File: config.mk
export PLATFORM = sky130hd
export DESIGN_NAME = ob_host
export DESIGN_NICKNAME = d
export VERILOG_FILES = /design/src/rtl/ob_host.sv
export SDC_FILE = /design/constraint.sdc
export NUM_CORES = 1
export LEC_CHECK = 0
export ABC_AREA = 0
export BUFFER_PORTS_ARGS = -buffer_cell sky130_fd_sc_hd__buf_2
export CORE_UTILIZATION = 45
export DETAILED_ROUTE_END_ITERATION = 8
export PLACE_DENSITY = 0.74
export SLEW_MARGIN = 15
export SYNTH_ARGS = -nofsm -noshare
export SYNTH_HDL_FRONTEND = slang
export SYNTH_SLANG_ARGS = --single-unit
export TNS_END_PERCENT = 100
File: constraint.sdc
create_clock -name clk -period 1.9 [get_ports clk]
set_input_delay 0.38 -clock clk [delete_from_list [all_inputs] [get_ports clk]]
set_output_delay 0.38 -clock clk [all_outputs]
set_load 0.01 [all_outputs]
File: src/rtl/ob_host.sv
// Host-side shim for the order book: registers commands, limits how many are in flight,
// buffers responses in a small FIFO, and runs a watchdog, sticky errors and a drain mode.
package ob_pkg;
  typedef struct packed {
    logic [7:0]  uid;
    logic        side;
    logic [15:0] price;
    logic [15:0] qty;
  } cmd_t;

  typedef struct packed {
    logic [7:0] uid;
    logic [1:0] status;
  } rsp_t;

  typedef enum logic {RUN = 1'b0, DRAIN = 1'b1} state_t;
endpackage

module ob_host
  import ob_pkg::*;
#(
  parameter int MAX_OUTSTANDING = 4,
  parameter int RSP_DEPTH       = 2,
  parameter int TIMEOUT_CYCLES  = 1024
) (
  input  logic                                 clk,
  input  logic                                 rst,
  input  logic                                 host_cmd_vld,
  input  cmd_t                                 host_cmd,
  output logic                                 host_cmd_rdy,
  output logic                                 cmd_vld_r,
  output cmd_t                                 cmd_r,
  input  logic                                 cmd_full_r,
  input  logic                                 rsp_vld,
  input  rsp_t                                 rsp,
  output logic                                 rsp_accept,
  output logic                                 host_rsp_vld,
  output rsp_t                                 host_rsp,
  input  logic                                 host_rsp_accept,
  input  logic                                 flush_req,
  output logic                                 flush_done,
  output logic [$clog2(MAX_OUTSTANDING+1)-1:0] outstanding,
  output logic                                 err_timeout,
  output logic                                 err_unexp,
  input  logic                                 err_clr,
  output state_t                               state
);
  // Handshakes: a transfer happens in a cycle where valid and ready/accept are both 1
  // at the rising edge; ready/accept depend only on registered state and cmd_full_r.
  localparam int OW = $clog2(MAX_OUTSTANDING + 1);
  localparam int PW = (RSP_DEPTH > 1) ? $clog2(RSP_DEPTH) : 1;
  localparam int CW = $clog2(RSP_DEPTH + 1);
  localparam int WW = $clog2(TIMEOUT_CYCLES + 1);

  logic          issue;
  logic          push;
  logic          pop;
  logic          fifo_full;
  logic          fifo_empty;
  logic [PW-1:0] wr_ptr;
  logic [PW-1:0] rd_ptr;
  logic [CW-1:0] count;
  rsp_t          mem [RSP_DEPTH];
  logic [WW-1:0] wd;
  logic          wd_clear;
  logic          wd_hit;
  logic          unexp;

  assign fifo_full    = (count == CW'(RSP_DEPTH));
  assign fifo_empty   = (count == '0);
  assign rsp_accept   = ~fifo_full;
  assign host_rsp_vld = ~fifo_empty;
  assign host_rsp     = mem[rd_ptr];
  assign push         = rsp_vld & rsp_accept;
  assign pop          = host_rsp_vld & host_rsp_accept;

  assign host_cmd_rdy = (state == RUN) & ~cmd_full_r & (outstanding < OW'(MAX_OUTSTANDING));
  assign issue        = host_cmd_vld & host_cmd_rdy;
  assign unexp        = push & (outstanding == '0);

  assign wd_clear = (outstanding == '0) | push;
  // Fire only on the step into the limit so a cleared error stays clear while saturated.
  assign wd_hit   = ~wd_clear & (wd == WW'(TIMEOUT_CYCLES - 1));

  always_ff @(posedge clk or posedge rst) begin
    if (rst) begin
      cmd_vld_r <= 1'b0;
      cmd_r     <= '0;
    end else begin
      cmd_vld_r <= issue;
      if (issue) cmd_r <= host_cmd;
    end
  end

  always_ff @(posedge clk or posedge rst) begin
    if (rst) begin
      outstanding <= '0;
    end else if (issue & ~push) begin
      outstanding <= outstanding + OW'(1);
    end else if (push & ~issue & (outstanding != '0)) begin
      outstanding <= outstanding - OW'(1);
    end
  end

  always_ff @(posedge clk) begin
    if (push) mem[wr_ptr] <= rsp;
  end

  always_ff @(posedge clk or posedge rst) begin
    if (rst) begin
      wr_ptr <= '0;
      rd_ptr <= '0;
      count  <= '0;
    end else begin
      if (push) wr_ptr <= (wr_ptr == PW'(RSP_DEPTH - 1)) ? '0 : wr_ptr + PW'(1);
      if (pop)  rd_ptr <= (rd_ptr == PW'(RSP_DEPTH - 1)) ? '0 : rd_ptr + PW'(1);
      if (push & ~pop)      count <= count + CW'(1);
      else if (pop & ~push) count <= count - CW'(1);
    end
  end

  always_ff @(posedge clk or posedge rst) begin
    if (rst) begin
      wd          <= '0;
      err_timeout <= 1'b0;
      err_unexp   <= 1'b0;
    end else begin
      if (wd_clear)                      wd <= '0;
      else if (wd != WW'(TIMEOUT_CYCLES)) wd <= wd + WW'(1);
      err_timeout <= wd_hit | (err_timeout & ~err_clr);
      err_unexp   <= unexp  | (err_unexp   & ~err_clr);
    end
  end

  always_ff @(posedge clk or posedge rst) begin
    if (rst) begin
      state      <= RUN;
      flush_done <= 1'b0;
    end else begin
      flush_done <= 1'b0;
      case (state)
        RUN: if (flush_req) state <= DRAIN;
        DRAIN: begin
          if ((outstanding == '0) && fifo_empty && !cmd_vld_r) begin
            state      <= RUN;
            flush_done <= 1'b1;
          end
        end
        default: state <= RUN;
      endcase
    end
  end
endmodule

## Yosys cells after proc, flatten, opt, wreduce, memory -nomap -nowiden

Memories as Yosys holds them, arrays and structs flattened.
Index checks and enable logic that the tools add are counted.

- $add $sub $neg: 7
- $mul: 0
- Divide/modulo/power cells: 0
- Order comparisons: 1
- Eq/ne operators: 3
- Shift-type cells: 0
- Mux-type cells: 15
- Bitwise operators: 26
- Reductions and logical operators: 9

Operators with widths:

| operator | count |
|---|---|
| 2-to-1 mux 11 bit | 2 |
| AND 1 bit | 14 |
| adder 11 x 1 -> 11 bit, second input constant | 1 |
| == test 11 x 10 -> 1 bit, second input constant | 1 |
| != test 11 bit, second input constant | 1 |
| NOT 1 bit | 9 |
| 2-to-1 mux 1 bit | 8 |
| 2-to-1 mux 3 bit | 2 |
| nonzero test 2 bit | 3 |
| 2-to-1 mux 2 bit | 2 |
| adder 3 x 1 -> 3 bit, second input constant | 1 |
| logical NOT 3 bit | 1 |
| less-than comparator 3 bit, second input constant | 1 |
| bitwise OR 1 bit | 3 |
| nonzero test 3 bit | 1 |
| subtractor 3 x 1 -> 3 bit, second input constant | 1 |
| adder 1 bit, second input constant | 2 |
| adder 2 x 1 -> 2 bit, second input constant | 1 |
| == test 2 bit, second input constant | 1 |
| logical AND 1 bit | 2 |
| logical NOT 2 bit | 1 |
| one-hot mux 1 bit (2 select lines) | 1 |
| subtractor 2 x 1 -> 2 bit, second input constant | 1 |
| logical NOT 1 bit | 1 |

- Register bits: 64
- Latch bits: 0
- Bits in writable memories: 20
- ROM bits: 0
- Output and inout port bits: 62
- Logic and storage cells: 76
- Memories: 1

Memory list:

| memory | words | width | rd ports | clocked after memory_dff | write ports | line | text |
|---|---|---|---|---|---|---|---|
| mem | 2 | 10 | 1 | 0 | 1 | 63 | `rsp_t mem [RSP_DEPTH];` |

## Logic depth before layout (Yosys ltp)

- Word-level depth: 9
- Mapped depth: 7

## Least setup slack after synthesis

Ideal clock, no wire load.

- Path type: register to register
- From: register outstanding[2]
- To: register outstanding[2]
- Setup time: 148 ps
- Data arrival time: 1786 ps
- Required time: 1752 ps
- Slack: -34 ps
- Stages on the path, launching flop included: 8
- Cells stage by stage: dfrtp_1 > nor4b_2 > buf_6 > buf_12 > nand2_1 > fa_1 > o21ai_0 > o311ai_0

- Longest elaborated chain between the ends: 7
- Elaborated cells on any way between the ends: 13
- Classes of those cells: add/sub: 2; order compare: 1; mux: 2; bitwise: 6; reduce/logical: 2

RTL lines:

| what | line | text |
|---|---|---|
| start, declared | 42 | `output logic [$clog2(MAX_OUTSTANDING+1)-1:0] outstanding,` |
| start signal, assigned | 99 | `outstanding <= outstanding + OW'(1);` |
| start signal, assigned | 101 | `outstanding <= outstanding - OW'(1);` |
| less-than comparator 3 bit * | 77 | `assign host_cmd_rdy = (state == RUN) & ~cmd_full_r & (outstanding < OW'(MAX_OUTSTANDING));` |
| AND 1 bit * | 77 |  |
| AND 1 bit * | 78 | `assign issue = host_cmd_vld & host_cmd_rdy;` |
| named net issue | 55 | `logic issue;` |
| NOT 1 bit | 100 | `end else if (push & ~issue & (outstanding != '0)) begin` |
| AND 1 bit (2 in a row) | 100 |  |
| nonzero test 2 bit (no source line) | - |  |

The timed path passes the listed nets; every way through them passes the cells marked *. The select of a mux whose other input is x is not followed.
A chain may end at the register's enable or synchronous reset.

==> qor.yml <==
global_route:
  grt_usage_pct: 17.34
  global_route.usage.met1_pct: 21.27
  grt_overflow: 0
  top_usage_layer: "met2"
  grt_max_degree: 43
  grt_first_pass_wirelength_mm: 10.05
  grt_pass1_vias: 2122
  gr-usage-met3_pct: 5.171
  antenna_found_initial: 0
  gr-usage-met2_pct: 28.04
yosys:
  syn-num-nets: 287
  synth_cells: 224
  synth_top_area_share_pct: 46.85
  synthesis.area_um2: 3418
  synth_xor_area_share_pct: 3.331
  ys_top_cells_by_area: "dfrtp_1 (47%), edfxtp_1 (18%), mux2_2 (17%), xnor2_1 (2.3%), nor2_1 (1.4%)"
  yosys.area_share.simple_pct: 7.613
  synth_top_area_cell: "dfrtp_1"
  ys_seq_elements: 84
  synth_adder_area_share_pct: 1.684
  muxShareOfSynthArea_pct: 17.72
  ys_types: 39
  syn_area_per_cell_um2: 15.26
  synth_edf_count: 20
  synth-async-reset-ratio_pct: 76.19
  synth-seq-area-share_pct: 64.42
  synth_flop_cell: "dfrtp_1"
  synth_top_family_by_area: "multiplexers"
  synth_warnings: 0
  synth-compound-area-share_pct: 2.196
floorplanning:
  core_um2: 7292
  start_util_pct: 46.88
  die_y_um: 89.16
  die_area_um2: 7949
  rows: 31
  fp.dieW_um: 89.16
  pin_count: 121
finish:
  diodes: 0
  nNetsFinal: 420
  multi_input_comb_area_um2: 1124
  syn2layout_area_growth_pct: 27.67
  ff_latch_area_um2: 2203
  fillers: 631
  layout-drive-gt1-share_pct: 56.91
critical_path:
  required_ns: 1.52
  rr_startpoint: "state$_DFF_PP0_"
  crit_type: "register to output pin"
  crit_slowest_cell: "dfrtp_2"
  start_kind: "register"
  slowest_delay_ns: 0.52
  cp-startpoint: "rd_ptr$_DFFE_PP0P_"
  endpoint_kind: "output pin"
  critPathArrivalTime_ns: 1.38
  path_cells: "mux2_2, buf_2"
  crit_path_max_fanout: 11
route:
  vias: 2251
  drt-initial-drc-count: 62
  final_antenna_net_count: 0
  wl_mm: 6.827
  viasPerCell: 4.883
  wl_per_cell_um: 14.81
  drc_errors: 0
  first_pass_iters: 4
clock_tree:
  post_cts_resized: 1
  postCtsSetupRepairBufs: 0
  insertion_delay_ns: 0.36
  root_buffer: "clkbuf_8"
  clkTransAtPathRegs_ns: 0.08
  clock_path_buffers: 2
  htree_levels: 3
  hold_buffers: 0
  clock_sinks: 84
  numCtsBuffers: 9
  cts_tree: "done"
sta:
  setup-violations-final: 0
  hold_viol_final: 0
  worst_slew_pin_slew_ns: 0.5817
  rsz0062_at_grt: "false"
  tns_ns: 0
  slew_viol_final: 0
  whs_ns: 0.08383
  timing.fmax_mhz: 567.1
  fin_skew_ns: 0.01093
  final.min_clock_period_ns: 1.763
  relSlewSlack_pct: 61.14
  post-route-period-util_pct: 92.80
status:
  status: "complete, no violations"
place:
  place_hpwl_mm: 4.988
  portBuffers: 120
  place.gp.congestion: 0.7384
min_path:
  hp-class: "input port to async pin"
power:
  finalPower_mw: 6.497
  powerDensity_nw_per_um2: 1489
  p_leak_nw: 2.033
  peakVddDrop_v: 0.0006173
run:
  maxCapViolations: 0
==> report_power, final <==
part | switching, mW | internal, mW | total (mW)
Combinational | 1.08 | 1.20 | 2.28
Sequential | 0.422 | 2.54 | 2.96
Clock | 0.641 | 0.613 | 1.25
==> synth_stat cells, types with 2 or more instances <==
cell type,number
nor4_1,3
o21ai_0,3
dfrtp_1,64
mux2_2,52
xnor2_1,9
nand2_1,8
clkbuf_8,3
mux2i_1,2
xor2_1,4
nand2b_1,2
a21oi_1,3
edfxtp_1,20
nand3_1,3
or3_1,2
inv_1,6
ha_1,3
nor3_1,3
nor2_1,13
==> path summary, 6_finish.rpt <==
| check | to | slack, ns | cells after the start |
|---|---|---|---|
| min | cmd_r[29]$_DFFE_PP0P_ | 0.08 | 2 |
| min reg2reg | flush_done$_DFF_PP0_ | 0.49 | 1 |
| max | host_rsp[0] | 0.14 | 2 |
| max in group asynchronous | cmd_vld_r$_DFF_PP0_ | 1.26 | 3 |
| max reg2reg | outstanding[2]$_DFFE_PP0P_ | 0.18 | 4 |
| min in group clk | mem[0][7]$_DFFE_PP_ | 0.21 | 1 |
==> area by class of cell <==
type                            instances  area share (%)
Sequential cell                        84           50.49
Multi-Input combinational cell        127           25.75
Timing Repair Buffer                  129           15.88
Clock buffer                           11           3.010
Tap cell                               99           2.838
Clock inverter                          5           1.433
Inverter                                6          0.6021
==> kinds of logic after synthesis <==
kind of cell,count (synthesis)
multiplexers,54
AND/OR/NAND/NOR,45
buffers and inverters,13
AO/OA/AOI/OAI,11
adder cells (fa/ha/maj),4
flip-flops,84
XOR/XNOR,13
==> registers in the layout, summed over array words and instances (netlist names) <==
signal and cells:
cmd_r 41, cmd_vld_r 1, count 2, err_timeout 1
err_unexp 1, flush_done 1, mem 20, outstanding 3
rd_ptr 1, state 1, wd 11, wr_ptr 1
==> stage by stage <==
step	cell area, µm²	worst slack, ns	utilization, %	std cells
after global placement	4169	0.1388	57.17	445
after CTS	4364	0.1029	59.85	461
after global routing	4364	0.003459	59.85	461
final	4364	0.1367	59.85	461
after floorplan	3425	0.02168	-	224
after detailed placement	4169	0.1047	57.17	445
==> critical path: cells and delay by family (launching register included) <==
kind | cells | cell delay, ns
flops | 1 | 0.52
buf+inv | 1 | 0.14
mux | 1 | 0.37
==> per-layer routing <==
layer,share of wire [%],vias up
li1,-,1059
met3,5.6,8
met2,51,70
met5,0,-
met4,1.3,0
met1,42,1114
==> cells in the final DEF (no fill, tap or decap), types with 2 or more instances in the layout <==
master / instances
a21oi_1: 3
buf_12: 2
buf_2: 120
buf_4: 7
clkbuf_1: 2
clkbuf_8: 9
clkinv_4: 2
clkinvlp_4: 3
dfrtp_1: 63
edfxtp_1: 20
ha_1: 3
inv_1: 5
mux2_2: 52
mux2i_1: 2
nand2_1: 8
nand2b_1: 2
nand3_1: 3
nor2_1: 13
nor3_1: 3
nor4_1: 3
o21ai_0: 3
or3_1: 2
xnor2_1: 9
xor2_1: 4
No activity file was read; power rests on OpenSTA's default activity.
